--- config.mk ---
export PLATFORM = sky130hd
export DESIGN_NAME = can_rec_arbiter
export DESIGN_NICKNAME = d
export VERILOG_FILES = /design/src/rtl/mopshub_arb_pkg.sv /design/src/rtl/rr_priority_finder.sv /design/src/rtl/can_rec_arbiter.sv
export SDC_FILE = /design/constraint.sdc
export NUM_CORES = 1
export LEC_CHECK = 0
export BUFFER_PORTS_ARGS = -buffer_cell sky130_fd_sc_hd__buf_4
export CORE_MARGIN = 2
export CORE_UTILIZATION = 31
export CTS_CLUSTER_SIZE = 24
export DETAILED_ROUTE_END_ITERATION = 12
export GPL_ROUTABILITY_DRIVEN = 0
export PLACE_DENSITY_LB_ADDON = 0.08
export SKIP_CTS_REPAIR_TIMING = 1
export SYNTH_ARGS = -nofsm -noshare
export SYNTH_HDL_FRONTEND = slang
export SYNTH_SLANG_ARGS = --single-unit
--- constraint.sdc ---
create_clock -name clk -period 7.5 [get_ports clk]
set_clock_uncertainty 0.05 [all_clocks]
set_input_delay 0.375 -clock clk [delete_from_list [all_inputs] [get_ports clk]]
set_output_delay 0.375 -clock clk [all_outputs]
set_load 0.05 [all_outputs]
--- src/rtl/mopshub_arb_pkg.sv ---
// Shared state type and bus sizing for the CAN receive arbiter.
package mopshub_arb_pkg;

    localparam int unsigned BUS_MAX = 32;
    localparam int unsigned BUS_W   = 5;

    typedef enum logic [1:0] {
        IDLE,
        GRANT,
        WAIT,
        CLEAR
    } arb_state_t;

endpackage

--- src/rtl/rr_priority_finder.sv ---
// Round-robin winner search: rotate requests so the bus after last_grant sits at bit 0,
// pick the lowest set bit, then rotate the index back.
module rr_priority_finder
    import mopshub_arb_pkg::*;
(
    input  logic [BUS_MAX-1:0] req,
    input  logic [BUS_W-1:0]   last_grant,
    input  logic [BUS_W-1:0]   n_buses,
    output logic [BUS_W-1:0]   winner,
    output logic               valid
);

    logic [BUS_W-1:0]   start;
    logic [BUS_W-1:0]   src_idx;
    logic [BUS_MAX-1:0] rotated;
    logic [BUS_W-1:0]   offset;

    // Requests above n_buses are already masked, so wrapping at BUS_MAX visits the
    // same buses in the same order as wrapping at n_buses+1.
    always_comb begin
        start = (last_grant >= n_buses) ? '0 : last_grant + BUS_W'(1);
    end

    always_comb begin
        rotated = '0;
        src_idx = '0;
        for (int i = 0; i < int'(BUS_MAX); i++) begin
            src_idx    = BUS_W'(i) + start;
            rotated[i] = req[src_idx];
        end
    end

    always_comb begin
        offset = '0;
        for (int i = int'(BUS_MAX) - 1; i >= 0; i--) begin
            if (rotated[i]) begin
                offset = BUS_W'(i);
            end
        end
    end

    always_comb begin
        valid  = |rotated;
        winner = start + offset;
    end

endmodule

--- src/rtl/can_rec_arbiter.sv ---
// Round-robin scheduler sharing the CAN receive-to-uplink path among up to 32 controllers.
// Optional statistics counters are enabled by defining CAN_REC_ARB_STATS_EN.
module can_rec_arbiter
    import mopshub_arb_pkg::*;
#(
    parameter int unsigned N_BUSES     = 32,
    parameter int unsigned TIMEOUT_CYC = 1024
) (
    input  logic               clk,
    input  logic               rst,
    input  logic [BUS_W-1:0]   n_buses,
    input  logic               endwait_all,
    input  logic [N_BUSES-1:0] irq_can_rec,
    input  logic               rec_done,
    output logic [BUS_W-1:0]   can_rec_select,
    output logic               rec_start,
    output logic               rec_busy,
    output logic [N_BUSES-1:0] irq_clr,
    output logic               rec_timeout
`ifdef CAN_REC_ARB_STATS_EN
    ,
    output logic [15:0]        grant_cnt,
    output logic [7:0]         timeout_cnt
`endif
);

    localparam int unsigned      CNT_W    = (TIMEOUT_CYC > 1) ? $clog2(TIMEOUT_CYC) : 1;
    localparam logic [CNT_W-1:0] TMO_LAST = CNT_W'(TIMEOUT_CYC - 1);
    localparam logic [BUS_W-1:0] LAST_RST = BUS_W'(N_BUSES - 1);

    arb_state_t         state;
    logic [BUS_W-1:0]   last_grant;
    logic [CNT_W-1:0]   tmo_cnt;
    logic [BUS_MAX-1:0] req;
    logic [N_BUSES-1:0] clr_onehot;
    logic [BUS_W-1:0]   winner;
    logic               win_valid;

    always_comb begin
        req = '0;
        for (int i = 0; i < int'(N_BUSES); i++) begin
            req[i] = irq_can_rec[i] && (i <= int'(n_buses));
        end
    end

    always_comb begin
        clr_onehot = '0;
        for (int i = 0; i < int'(N_BUSES); i++) begin
            clr_onehot[i] = (can_rec_select == BUS_W'(i));
        end
    end

    rr_priority_finder u_finder (
        .req        (req),
        .last_grant (last_grant),
        .n_buses    (n_buses),
        .winner     (winner),
        .valid      (win_valid)
    );

    always_ff @(posedge clk or negedge rst) begin
        if (!rst) begin
            state          <= IDLE;
            can_rec_select <= '0;
            rec_start      <= 1'b0;
            rec_busy       <= 1'b0;
            irq_clr        <= '0;
            rec_timeout    <= 1'b0;
            last_grant     <= LAST_RST;
            tmo_cnt        <= '0;
        end else begin
            rec_start   <= 1'b0;
            irq_clr     <= '0;
            rec_timeout <= 1'b0;
            if (endwait_all) begin
                // Abort leaves last_grant alone so fairness resumes where it was.
                state    <= IDLE;
                rec_busy <= 1'b0;
            end else begin
                case (state)
                    IDLE: begin
                        if (win_valid) begin
                            can_rec_select <= winner;
                            rec_start      <= 1'b1;
                            rec_busy       <= 1'b1;
                            state          <= GRANT;
                        end
                    end
                    GRANT: begin
                        tmo_cnt <= '0;
                        state   <= WAIT;
                    end
                    WAIT: begin
                        if (rec_done) begin
                            irq_clr <= clr_onehot;
                            state   <= CLEAR;
                        end else if (tmo_cnt == TMO_LAST) begin
                            // Clear the request anyway so a dead bus cannot starve others.
                            rec_timeout <= 1'b1;
                            irq_clr     <= clr_onehot;
                            state       <= CLEAR;
                        end else begin
                            tmo_cnt <= tmo_cnt + CNT_W'(1);
                        end
                    end
                    CLEAR: begin
                        last_grant <= can_rec_select;
                        rec_busy   <= 1'b0;
                        state      <= IDLE;
                    end
                    default: begin
                        rec_busy <= 1'b0;
                        state    <= IDLE;
                    end
                endcase
            end
        end
    end

`ifdef CAN_REC_ARB_STATS_EN
    always_ff @(posedge clk or negedge rst) begin
        if (!rst) begin
            grant_cnt   <= '0;
            timeout_cnt <= '0;
        end else begin
            if (rec_start && (grant_cnt != '1)) begin
                grant_cnt <= grant_cnt + 16'd1;
            end
            if (rec_timeout && (timeout_cnt != '1)) begin
                timeout_cnt <= timeout_cnt + 8'd1;
            end
        end
    end
`endif

endmodule

==> results of run 1 <==
## worst register-to-register path, cell delays in order, from the launching register on
cell and delay (ps):
dfstp_2 670, inv_1 120, ha_1 290, nor2b_2 190, o21ai_2 140, a21oi_4 160
nand2b_1 280, ha_1 300, nand2b_1 90, nand2_1 60, o221ai_1 220, or2_0 670
mux2_1 420, mux4_2 480, a22oi_1 360, nand2_1 130, nor4b_1 280, a21oi_1 120
a211oi_1 250, nor3_1 90, ha_1 210, inv_1 80, fa_1 190, nor2_1 70
or3_1 330, mux2i_1 180, nor2_1 80, a221oi_2 230
## kinds of logic after synthesis
| kind of cell | count (synthesis) |
|---|---|
| flops | 57 |
| compound gates | 153 |
| simple gates | 265 |
| fa+ha+maj | 29 |
| buf+inv | 65 |
| mux | 148 |
| xor+xnor | 35 |
## per-stage QoR
stage | area, sq um | worst slack (ps) | cells | utilization | hold slack (ps)
6_report | 8040 | 654.5 | 1103 | 0.3696 | 57.75
5_1_grt | 8040 | 138.9 | 1103 | 0.3696 | 128.8
2_1_floorplan | 6833 | 864.6 | 752 | - | 29.41
4_1_cts | 8040 | 689.7 | 1103 | 0.3696 | 75.08
3_5_place_dp | 7714 | 729.9 | 1087 | 0.3546 | 430.0
3_3_place_gp | 7714 | 900.4 | 1087 | 0.3546 | 418.7
## metal layers
metal | track usage | vias to the layer above | part of all wire
met5 | 0 | - | 0
met4 | 0.05291 | 0 | 0.019
met3 | 0.01792 | 23 | 0.040
met2 | 0.3235 | 196 | 0.48
met1 | 0.2618 | 3029 | 0.46
li1 | - | 2949 | -
## path summary, 6_finish.rpt
check                           depth (start not counted)  slack [ps]                            end
worst max-delay path                                   27         650  can_rec_select[4]$_DFFE_PN0P_
worst min-delay path                                    1          60          irq_clr[30]$_DFF_PN0_
worst max register to register                         27         650  can_rec_select[4]$_DFFE_PN0P_
worst min register to register                          1         440         tmo_cnt[8]$_DFFE_PN0P_
max in group asynchronous                               1        6870         tmo_cnt[8]$_DFFE_PN0P_
min in group clk                                        2         210           rec_busy$_DFFE_PN0P_
## state kept, by name, summed over array words and instances (netlist names)
register	cells
irq_clr	32
tmo_cnt	10
can_rec_select	5
last_grant	5
state	2
rec_busy	1
rec_start	1
rec_timeout	1
## final cells by class
class                   instances  share of cell area
multi-input cells             630              0.6376
flip-flops and latches         57              0.1782
repair buffers                 93             0.08683
well taps                     280             0.04357
clock buffers                   9             0.02801
inverters                      27             0.01323
clock inverters                 7             0.01261
## synthesized netlist by cell type, types with 4 or more instances
cell type and instances:
o21ai_0 25, mux2i_1 72, xor2_1 11, a211oi_1 8, xnor2_1 21, and3_1 5
nand4_1 4, nor3b_1 5, nand3_1 39, dfrtp_1 52, o211a_1 4, nor3_1 21
o21a_1 6, o21ai_1 7, mux2_2 28, a21oi_1 34, inv_1 23, mux4_2 37
o311ai_0 5, nand3b_1 4, dfstp_2 5, a21o_1 4, ha_1 27, mux2_1 9
clkbuf_1 25, nor2b_1 7, and2_1 8, buf_2 9, a22oi_1 11, nor2_1 72
nand2_1 55, nand2b_1 20, o2111ai_1 6
==> flow_summary.yaml, run 1 <==
status:
  status: "complete, no violations"
clock_tree:
  clock_sinks: 57
  clkTransAtPathRegs_ps: 60
  ctsRootBufferMaster: "clkbuf_16"
  cts_tree: "built"
  cts-htree-levels: 3
  cts_buffers: 9
  clock_latency_ps: 330
  cts_buffer_depth: 2
logic_synthesis:
  syn-cell-area_sq_um: 6833
  synth_nets: 821
  synth_compound_area_frac: 0.1615
  netlist_top_cells_area: "dfrtp_1 (19%), mux4_2 (12%), mux2i_1 (11%)"
  synth_top_family_by_area: "multiplexers"
  yosys_warnings: 0
  ys_ff_latch: 57
  seq_area_frac_synth: 0.2097
  synthMuxAreaShare: 0.2928
  yosys.area.top_type: "dfrtp_1"
  synthDistinctLibCells: 86
  synth_adder_area_share: 0.05402
  syn_inst: 752
  synthSimpleGateAreaFrac: 0.1925
  synth_async_sr_flop_share: 1.000
  synth_edf_count: 0
  synth_ff_type: "dfrtp_1"
  avgSynthCellArea_sq_um: 9.086
  yosys.area.top_type_share: 0.1904
  synthXorXnorAreaFrac: 0.04816
floorplanning:
  rows: 54
  die_h_um: 152.5
  initial_core_util: 0.3141
  dieArea_sq_um: 23250
  die_w_um: 152.5
  core_area_sq_um: 21760
  io_pins: 81
critical_path:
  cp_data_arrival_time_ps: 7020
  crit_top_cell: "ha_1"
  critPathMaxStageDelay_ps: 670
  path_buf_inv: 2
  required_ps: 7680
  cpMaxStageDelayCell: "dfstp_2"
  worstSetupEndpointType: "register"
  critical_path.max_fanout: 12
  crit_start: "last_grant[0]$_DFFE_PN1P_"
  path_class: "register to register"
  r2r_start: "last_grant[0]$_DFFE_PN1P_"
  critPathLaunchType: "register"
  path_delay_family: "simple AND/OR/NAND/NOR gates"
detailed_routing:
  drcViolationCount: 0
  wl_per_cell_um: 20.18
  num_vias: 6197
  drt-pass1-iter-count: 5
  detail-route-antenna-nets: 0
  drtIter0Drc: 542
  routed_wl_um: 22250
  via_per_inst: 5.618
sta:
  fmax_mhz: 146.1
  rsz0062_at_grt: "false"
  slew_headroom: 0.2244
  drv_slew: 0
  setup_violations: 0
  final-hold-violation-count: 0
  fin_crit_ps: 6845
  timing.final.crit_share: 0.9127
  worst_pin_slew_ps: 1158
  tns_ps: 0
cells_and_area:
  nets: 887
  register_area_sq_um: 1433
  area_growth_pct: 17.67
  multi_input_area_sq_um: 5126
  mostFrequentLayoutCells: "buf_4 (93), nor2_1 (72), mux2i_1 (72), nand2_1 (55), dfrtp_1 (52)"
  antenna_cells: 0
  fillerInstances: 2232
  final_common_cell: "buf_4"
  layout-drive-gt1-share: 0.2527
placed_design:
  port_buffers: 80
  hpwl_um: 17850
min_path:
  min_path_type: "input port to asynchronous set/reset pin"
grt:
  antenna_found_initial: 0
  gr-total-overflow: 0
  grt_pass1_vias: 6239
  grt_first_pass_wirelength_um: 35770
  grt_max_degree: 58
  grt_usage: 0.1911
run:
  drv_cap: 0
Power of run 1 is left out: the tool's default activity adds up to more than one toggle a clock period on the data nets, which glitch-free logic cannot reach.
==> inputs of run 2 (changes only) <==
- CAP_MARGIN: not set -> 10
- PLACE_DENSITY: not set -> 0.51
- PLACE_DENSITY_LB_ADDON: 0.08 -> not set
- clock period: 7.5 -> 8.3 ns (I/O delays scaled with it)
==> run 2 against run 1 <==
Sequential share of layout area grew 0.050 points. Cell count grew 0.18%. Utilization shrank 0.10 points. Global-route usage shrank 1.5 points. Via count shrank 0.40%. Count of clock-buffer cells in the layout grew 2. Die area is the same. Non-clock buffer count grew 2. First-iteration DRC count shrank 17%. Fmax shrank 0.46%. Wire length shrank 6.0%. Flip-flop and latch count is the same. Critical endpoint unchanged.
==> flow_summary.yaml, run 2 (synthesis results as in run 1) <==
grt:
  antenna_found_initial: 0
  grt_max_degree: 58
  grt_first_pass_wirelength_um: 33190
  grt_usage: 0.1766
  grt_pass1_vias: 5901
  gr-total-overflow: 0
cells_and_area:
  largest_reg_flops: 32
  area_growth_pct: 17.34
  final_common_cell: "buf_4"
  reg.largest.list: "irq_clr x32, tmo_cnt x10"
  layout-drive-gt1-share: 0.2521
  mostFrequentLayoutCells: "buf_4 (95), nor2_1 (72), mux2i_1 (72), nand2_1 (55), dfrtp_1 (52)"
  antenna_cells: 0
  regMostFlops: "irq_clr"
  nets: 889
sta:
  drv_slew: 0
  fmax_mhz: 145.4
  fin_crit_ps: 6877
  slew_headroom: 0.3182
  setup_violations: 0
  rsz0062_at_grt: "false"
  tns_ps: 0
  timing.final.crit_share: 0.8285
  worst_pin_slew_ps: 994.2
  final-hold-violation-count: 0
clock_tree:
  clock_latency_ps: 330
  cts_buffers: 9
  clock_sinks: 57
  clkTransAtPathRegs_ps: 50
  cts-htree-levels: 3
  cts_buffer_depth: 2
  cts_tree: "built"
  ctsRootBufferMaster: "clkbuf_16"
floorplanning:
  die_h_um: 152.5
  dieArea_sq_um: 23250
  die_w_um: 152.5
  initial_core_util: 0.3141
  core_area_sq_um: 21760
  rows: 54
  io_pins: 81
placed_design:
  port_buffers: 80
  hpwl_um: 16530
critical_path:
  path_delay_family: "simple AND/OR/NAND/NOR gates"
  cp_data_arrival_time_ps: 7060
  critical_path.max_fanout: 24
  required_ps: 8480
  critPathLaunchType: "register"
  critPathMaxStageDelay_ps: 670
  crit_top_cell: "ha_1"
  path_buf_inv: 3
  path_class: "register to register"
  cpMaxStageDelayCell: "dfstp_2"
  worstSetupEndpointType: "register"
detailed_routing:
  routed_wl_um: 20910
  drcViolationCount: 0
  num_vias: 6172
  drt-pass1-iter-count: 7
  wl_per_cell_um: 18.92
  via_per_inst: 5.586
  drtIter0Drc: 451
  detail-route-antenna-nets: 0
run:
  drv_cap: 0
status:
  status: "complete, no violations"
min_path:
  min_path_type: "input port to asynchronous set/reset pin"
## run 2: cell types whose count changed in the layout (fill, tap and decap cells not counted)
cell and delta:
buf_4 +2, clkbuf_1 +2, clkinv_2 +2, inv_6 -2, bufinv_16 -1, clkinvlp_4 -1
## run 2: worst paths after layout
path | slack, ps | cells past startpoint | startpoint | endpoint
worst max-delay path | 1420 | 26 | last_grant[0]$_DFFE_PN1P_ | can_rec_select[4]$_DFFE_PN0P_
worst min-delay path | 100 | 1 | rst | irq_clr[31]$_DFF_PN0_
worst max register to register | 1420 | 26 | last_grant[0]$_DFFE_PN1P_ | can_rec_select[4]$_DFFE_PN0P_
worst min register to register | 460 | 1 | tmo_cnt[8]$_DFFE_PN0P_ | tmo_cnt[8]$_DFFE_PN0P_
max in group asynchronous | 7620 | 1 | rst | tmo_cnt[2]$_DFFE_PN0P_
min in group clk | 270 | 2 | endwait_all | rec_busy$_DFFE_PN0P_
## run 2: through the flow
stage	area, sq um	setup slack (ps)	instances	util	hold slack [ps]
4_1_cts	8018	1512	1105	0.3685	123.5
3_5_place_dp	7729	1489	1089	0.3552	449.1
3_3_place_gp	7729	1533	1089	0.3552	434.4
6_report	8018	1423	1105	0.3685	100.6
2_1_floorplan	6833	1665	752	-	69.41
5_1_grt	8018	840.9	1105	0.3685	159.3
## run 2: layout make-up
type,instances,area (sq um)
inverters,27,106.4
clock inverters,5,56.30
fillers,2233,13740
repair buffers,95,713.2
clock buffers,11,232.7
flip-flops and latches,57,1433
well taps,280,350.3
multi-input cells,630,5126
## run 2: routing by layer
metal / GRT usage / wire, um
met1: 0.2505 / 9912
met4: 0.05423 / 451
met5: 0 / 0
met2: 0.2812 / 9392
met3: 0.02304 / 1154
## run 2: worst reg2reg max path, stage by stage, from the launching register on
cell and delay [ps]:
dfstp_2 670, inv_1 120, ha_1 190, nor2b_2 170
o21a_4 250, o21ai_2 130, buf_4 310, ha_1 380
mux2i_1 220, o311a_1 190, or2_0 660, mux2_1 410
mux4_2 470, a22oi_1 400, nand2_1 130, nor4b_1 280
a21oi_1 110, a211oi_1 220, nor3_1 90, ha_1 210
inv_1 70, fa_1 190, nor2_1 70, or3_1 320
mux2i_1 180, nor2_1 80, a221oi_2 220
Power of run 2 is left out for the same reason.
